File: src/rtl/dm_port_arbiter.sv
// dm_port_arbiter: shares the single data-memory port between the CPU M-stage
// access and a bus-master device. The CPU has priority; a starvation counter
// hands the device every (STARVE_MAX+1)-th conflict. Read data is steered to the
// requester that owned the port in the previous cycle.
module dm_port_arbiter #(
  parameter int unsigned STARVE_MAX = 4,
  parameter logic [31:0] DM_LAST    = 32'h00002fff
) (
  input  logic        clk,
  input  logic        reset,
  input  logic        cpu_req,
  input  logic [31:0] cpu_addr,
  input  logic [3:0]  cpu_byteen,
  input  logic [31:0] cpu_wdata,
  output logic        cpu_stall,
  output logic [31:0] cpu_rdata,
  input  logic        dev_req,
  input  logic [31:0] dev_addr,
  input  logic [3:0]  dev_byteen,
  input  logic [31:0] dev_wdata,
  output logic        dev_gnt,
  output logic        dev_rvalid,
  output logic [31:0] dev_rdata,
  output logic        dev_err,
  output logic [31:0] mem_addr,
  output logic [3:0]  mem_byteen,
  output logic [31:0] mem_wdata,
  input  logic [31:0] mem_rdata
);

  localparam int unsigned CNT_W = 4;

  typedef enum logic [1:0] {
    OWN_NONE = 2'b00,
    OWN_CPU  = 2'b01,
    OWN_DEV  = 2'b10
  } ownerT;

  ownerT            owner;
  logic [CNT_W-1:0] starveCnt;
  logic             rdFlag;

  logic devBad;
  logic devValid;
  logic conflict;
  logic devTurn;
  logic cpuGranted;
  logic devGranted;
  logic grantRead;

  // Qualify the device request and decide this cycle's winner; reset blocks all grants.
  always_comb begin
    devBad     = 1'b0;
    devValid   = 1'b0;
    conflict   = 1'b0;
    devTurn    = 1'b0;
    cpuGranted = 1'b0;
    devGranted = 1'b0;
    grantRead  = 1'b0;

    devBad     = dev_req && ((dev_addr > DM_LAST) || (dev_addr[1:0] != 2'b00));
    devValid   = dev_req && !devBad;
    conflict   = cpu_req && devValid;
    devTurn    = (starveCnt >= CNT_W'(STARVE_MAX));
    cpuGranted = reset && cpu_req && !(conflict && devTurn);
    devGranted = reset && devValid && (!cpu_req || devTurn);
    grantRead  = (cpuGranted && (cpu_byteen == 4'b0000)) ||
                 (devGranted && (dev_byteen == 4'b0000));
  end

  // Requester-facing handshake: stall, grant and reject pulse.
  always_comb begin
    cpu_stall = reset && cpu_req && !cpuGranted;
    dev_gnt   = devGranted;
    dev_err   = reset && devBad;
  end

  // Memory port mux: only the winner drives; the idle port is all zeros so the loser never writes.
  always_comb begin
    mem_addr   = 32'h0;
    mem_byteen = 4'b0000;
    mem_wdata  = 32'h0;
    if (cpuGranted) begin
      mem_addr   = cpu_addr;
      mem_byteen = cpu_byteen;
      mem_wdata  = cpu_wdata;
    end else if (devGranted) begin
      mem_addr   = dev_addr;
      mem_byteen = dev_byteen;
      mem_wdata  = dev_wdata;
    end
  end

  // Owner state machine, starvation counter and registered read flag.
  always_ff @(posedge clk) begin
    if (!reset) begin
      owner     <= OWN_NONE;
      starveCnt <= '0;
      rdFlag    <= 1'b0;
    end else begin
      case (owner)
        OWN_NONE: begin
          if (cpuGranted)      owner <= OWN_CPU;
          else if (devGranted) owner <= OWN_DEV;
          else                 owner <= OWN_NONE;
        end
        default: begin
          if (cpuGranted)      owner <= OWN_CPU;
          else if (devGranted) owner <= OWN_DEV;
          else                 owner <= OWN_NONE;
        end
      endcase

      rdFlag <= grantRead;

      // A conflict not won by the device was lost to the CPU.
      if (devGranted || !dev_req) begin
        starveCnt <= '0;
      end else if (conflict) begin
        starveCnt <= starveCnt + CNT_W'(1);
      end
    end
  end

  // Read return steered by last cycle's owner.
  always_comb begin
    cpu_rdata  = (owner == OWN_CPU) ? mem_rdata : 32'h0;
    dev_rvalid = (owner == OWN_DEV) && rdFlag;
    dev_rdata  = dev_rvalid ? mem_rdata : 32'h0;
  end

endmodule

File: config.mk
export PLATFORM = sky130hd
export DESIGN_NAME = dm_port_arbiter
export DESIGN_NICKNAME = d
export VERILOG_FILES = /design/src/rtl/dm_port_arbiter.sv
export SDC_FILE = /design/constraint.sdc
export NUM_CORES = 1
export LEC_CHECK = 0
export ABC_CLOCK_PERIOD_IN_PS = 3600
export CAP_MARGIN = 20
export CELL_PAD_IN_SITES_DETAIL_PLACEMENT = 1
export CELL_PAD_IN_SITES_GLOBAL_PLACEMENT = 2
export CORE_MARGIN = 5
export CORE_UTILIZATION = 10
export DETAILED_ROUTE_END_ITERATION = 8
export PLACE_DENSITY_LB_ADDON = 0.1
export SYNTH_ARGS = -nofsm -noshare
export SYNTH_HDL_FRONTEND = slang
export SYNTH_SLANG_ARGS = --single-unit
File: constraint.sdc
create_clock -name clk -period 3.6 [get_ports clk]
set_input_delay 0.72 -clock clk [delete_from_list [all_inputs] [get_ports clk]]
set_output_delay 0.72 -clock clk [all_outputs]
set_load 0.01 [all_outputs]
# == After elaboration in Yosys (flattened, before gate mapping) ==
# Index checks and enable logic that the tools add are counted.
# totals
ff_bits,7
out_inout_bits,136
word_cells,47
# classes
addsub,1
order_cmp,2
n_eq_ne,2
n_mux,10
bitwise_logic,1
reduce_logical,27
# op_table
op,count
$mux 32,6
$gt 32x14->1 const B,1
$logic_and 1x1->1,13
$logic_not 4->1,2
$mux 4,2
$logic_not 1->1,5
$add 4x1->4 const B,1
$ge 4x3->1 const B,1
$logic_or 1x1->1,4
$reduce_or 2->1,2
$eq 2x1->1 const B,1
$eq 2x2->1 const B,1
$mux 2,1
$reduce_bool 2->1,1
$mux 1,1
$not 1->1,1

# == Logic depth before layout (Yosys ltp) ==
# depth
ltp_word,11
mapped_depth,8

# == Worst setup path before layout ==
# Ideal clock, no wire load.
# synth_timing
path_type,input to output
start,input port dev_addr[29]
end,output port mem_byteen[0]
arrival_ns,2.840
slack_ns,0.040
stages,6
cell_sequence,or4_4 > or4b_1 > buf_4 > nor4_4 > buf_6 > a22o_1
# synth_between
elab_chain_cells,10
# synth_lines
item,line_no,rtl
from (decl),18,"input logic [31:0] dev_addr,"
$gt 32x14->1 *,61,devBad = dev_req && ((dev_addr > DM_LAST) || (dev_addr[1:0] != 2'b00));
$logic_or 1x1->1 *,61,
$logic_and 1x1->1 *,61,
$logic_not 1->1 *,62,devValid = dev_req && !devBad;
$logic_and 1x1->1 *,62,
$logic_and 1x1->1,63,conflict = cpu_req && devValid;
$logic_and 1x1->1,65,cpuGranted = reset && cpu_req && !(conflict && devTurn);
$logic_not 1->1,65,
$logic_and 1x1->1,65,
$mux 4 *,83,if (cpuGranted) begin
to (decl),26,"output logic [3:0] mem_byteen,"
# Mark *: on every way between the ends. The rest lies on a longest branch, timed or not.

# == Worst setup path in the final report ==
# layout_timing
start,input port dev_addr[1]
end,output port mem_wdata[3]
# layout_between
elab_chain_cells,10
# layout_lines
item,line_no,rtl
$gt 32x14->1 or $reduce_bool 2->1 (tied branches),61,
$logic_or 1x1->1 *,61,
$logic_and 1x1->1 *,61,
$logic_not 1->1 *,62,
$logic_and 1x1->1 *,62,
$logic_and 1x1->1,63,
$logic_and 1x1->1,65,
$logic_not 1->1,65,
$logic_and 1x1->1,65,
$mux 32 *,83,
to (decl),27,"output logic [31:0] mem_wdata,"
# Marked as above.

==> impl_summary.txt <==
----------------------------------------------------
[Route]
  Post-DR wirelength/cell ... 19.0 um
  Vias after detailed routing ... 2999
  Length of the first detailed-routing pass in iterations ... 4
  Wirelength, routed ... 14.4 mm
  Number of remaining DRC errors ... 0
  Drt first-iter violations ... 43
  Count of antenna-violating nets left after detailed routing ... 0
  Avg Vias per Cell ... 3.95

[Timing]
  Final Cycle Share ... 1.03
  Worst-margin pin slew ... 0.769 ns
  RSZ-0062 raised after global routing ... true
  Slew HR ... 0.486
  Highest clock rate ... 269 MHz
  Post-Route Hold Slack ... 0.503 ns
  Shortest period the worst path allows ... 3.71 ns
  Final setup slack of the worst path ... -0.114 ns
  Setup_tns ... -2.87 ns
  Number of failing setup endpoints in the final timing report ... 49
  Worst Clk Skew ... 0.00229 ns
  Hold Vio Cnt, Final ... 0
  Pins Over Slew Limit ... 0

[Logic synthesis]
  Top cell type's share of synthesized area ... 0.335
  Post-synthesis cell type with the largest combined area ... and2_1
  Mean post-synth cell area ... 7.52 sq um
  Compound-gate portion of the synthesized area ... 0.321
  Area fraction in and, or, nand and nor cells after synthesis ... 0.489
  Commonest cells in the netlist ... and2_1, a22o_1, clkbuf_1
  Flop and latch count out of synthesis ... 7
  Adder-Cell Fraction of Synth Area ... 0.00788
  Dominant synthesized flop cell ... dfxtp_1
  Net count of the mapped netlist ... 384
  Post-synthesis instance total ... 211
  Main combinational cell family by area after synthesis ... simple AND/OR/NAND/NOR gates
  Total of warnings raised by yosys ... 0
  Post-synthesis async set-or-reset flop share ... 0
  Mux share of post-synthesis cell area ... 0.0142
  Xor/xnor share of the synthesized area ... 0
  Unique cell type count in the Yosys netlist ... 31
  Part of the Yosys area used for sequential elements ... 0.0883
  Post-synthesis cell area ... 0.00159 sq mm
  EDFF count, synth ... 0
  Top cells by area, synth ... and2_1, a22o_1, dfxtp_1
  Leading cell type by number of instances after synthesis ... and2_1

[Power]
  Net switching power of the design ... 168 uW
  Proportion of total power due to net switching ... 0.252
  Sequential group share of total power ... 0.119
  Clock share of power ... 0.281
  Cell leakage power ... 2.18 nW
  Total power per unit cell area ... 129 mW/mm^2
  Cell internal pwr ... 498 uW
  Share of power burned in combinational logic ... 0.600
  Worst vdd ir ... 118 uV

[Floorplanning]
  Standard cell core area ... 0.0157 sq mm
  Initial core utilization ... 0.101
  Width of the chip ... 136 um
  Area of the die ... 0.0185 sq mm
  Die height ... 136 um
  Count of standard-cell rows ... 46
  Ports ... 308

[CTS]
  TritonCTS clock tree ... yes
  Number of hold-repair buffers added at the cts stage ... 0
  Total CTS buffers ... 3
  Clock insertion delay at the later pin of the skew report ... 0.23 ns
  Longest Clk Path Bufs ... 2
  Clk root buf ... clkbuf_16
  Clock transition at the registers of the reported paths ... 0.03 ns
  Number of clock sinks ... 7
  H-tree levels ... 1

[Final layout]
  Layout cells sized above 1 ... 0.234
  Antenna diode instance count ... 0
  Core occupancy in the finished layout ... 0.329
  Nets@finish ... 717
  Finished Cell Area ... 0.00516 sq mm
  Area growth, synth to finish ... 225%
  Fill count ... 1850

[Global route]
  Largest net degree at the start of global routing ... 37
  Leftover overflow at the end of global routing ... 0
  Via count of the first global-routing pass ... 3310
  Antenna violations before repair ... 0
  Total global routing track utilization ... 0.138
  Global-route wire length before repair ... 19.5 mm

[Min path]
  Min-Delay Path Class ... reg2reg
  Hold path startpoint ... starveCnt[1]

[Worst setup path]
  Startpoint types ... input pin
  Launching point of the worst reg2reg path ... starveCnt[2]
  CP Max Fanout ... 18
  Critical path data arrival time ... 2.99 ns
  Element type at the critical path end ... output port
  Data required time at the worst endpoint ... 2.88 ns
  Startpoint of the worst setup timing path ... dev_addr[1]
  Worst Path Class, Setup ... in2out

[Place]
  GP Congestion ... 0.747
  Hpwl dp ... 12.1 mm
  Placed cell area ... 0.00507 sq mm
  PortBufs ... 307

[Status]
  Result of the run ... complete, but fails checks
  Violations in the final reports ... setup timing

[Flow run]
  Maxcap violations ... 0

----------------------------------------------------
[what timing repair did]
item                       4_1_cts  5_1_grt
buffers inserted                 5        2
pin swaps                       21        1
resized for setup              292        3
gates cloned                     2        2
setup endpoints to repair       71       69
[cell families (layout without fill, tap and decap cells)]
family                   count (synthesis)  after routing
AO/OA/AOI/OAI                           60             60
adder cells (fa/ha/maj)                  1              1
buffers and inverters                   19            351
flip-flops                               7              7
multiplexers                             2              2
AND/OR/NAND/NOR                        122            122
[flip-flops by register name, indices dropped and copies added, names as in the netlist]
register	count
rdFlag	1
owner	2
starveCnt	4
[power groups by stage]
stage	combinational (mW)	clock, mW	sequential, mW
final	0.400	0.187	0.0790
after global routing	0.426	0.197	0.0790
after CTS	0.400	0.192	0.0790
after global placement	0.398	0	0.0801
after detailed placement	0.402	0	0.0801
after floorplan	0.0895	0	0.0801
[per-layer routing]
layer | vias up | track usage | share of wire
li1 | 1444 | - | -
met1 | 1346 | 0.130 | 0.34
met2 | 199 | 0.273 | 0.53
met3 | 10 | 0.0614 | 0.12
met4 | 0 | 0.0258 | 0.015
met5 | - | 0 | 0
[layout make-up]
class / instances / area (sq um) / area share
Tap cell: 216 / 270 / 0.0523
Timing Repair Buffer: 346 / 3300 / 0.639
Multi-Input combinational cell: 185 / 1370 / 0.265
Sequential cell: 7 / 140 / 0.0271
Clock buffer: 4 / 78.8 / 0.0153
Inverter: 1 / 6.26 / 0.00121
[final timing paths]
check	endpoint	cells after the start	slack, ns
max reg2reg	starveCnt[3]	4	2.03
min reg2reg	starveCnt[1]	2	0.50
min	starveCnt[1]	2	0.50
max	mem_wdata[3]	8	-0.11
[metrics by stage]
stage,std cells,power (mW),worst slack [ns]
3_5_place_dp,744,0.482,-0.951
2_1_floorplan,211,0.170,0.0402
5_1_grt,759,0.702,-0.198
3_3_place_gp,744,0.478,-0.902
6_report,759,0.666,-0.114
4_1_cts,755,0.671,-0.170
[placed cells by master (no fill, tap or decap), types with 2 or more instances in the layout]
cell type,instances
a21oi_1,4
a22o_1,45
a31oi_1,2
and2_1,77
and2_4,8
and3_1,4
buf_12,7
buf_16,2
buf_2,47
buf_4,27
buf_6,13
clkbuf_16,5
clkdlybuf4s15_1,5
clkdlybuf4s15_2,4
clkdlybuf4s50_1,226
dfxtp_1,7
dlygate4sd2_1,13
mux2_2,2
nand2_1,5
nand3_1,2
nor2_1,4
nor4_1,3
nor4_2,2
o21ai_0,5
or3_1,3
or4_1,2
or4_4,5
[critical path, stage by stage]
cell,delay (ns)
buf_6,0.09
or4_4,0.54
or4b_4,0.59
o31ai_4,0.26
inv_4,0.13
buf_12,0.18
a22o_1,0.23
clkdlybuf4s15_1,0.26
Note: power is estimated with default switching activity, not from simulation.
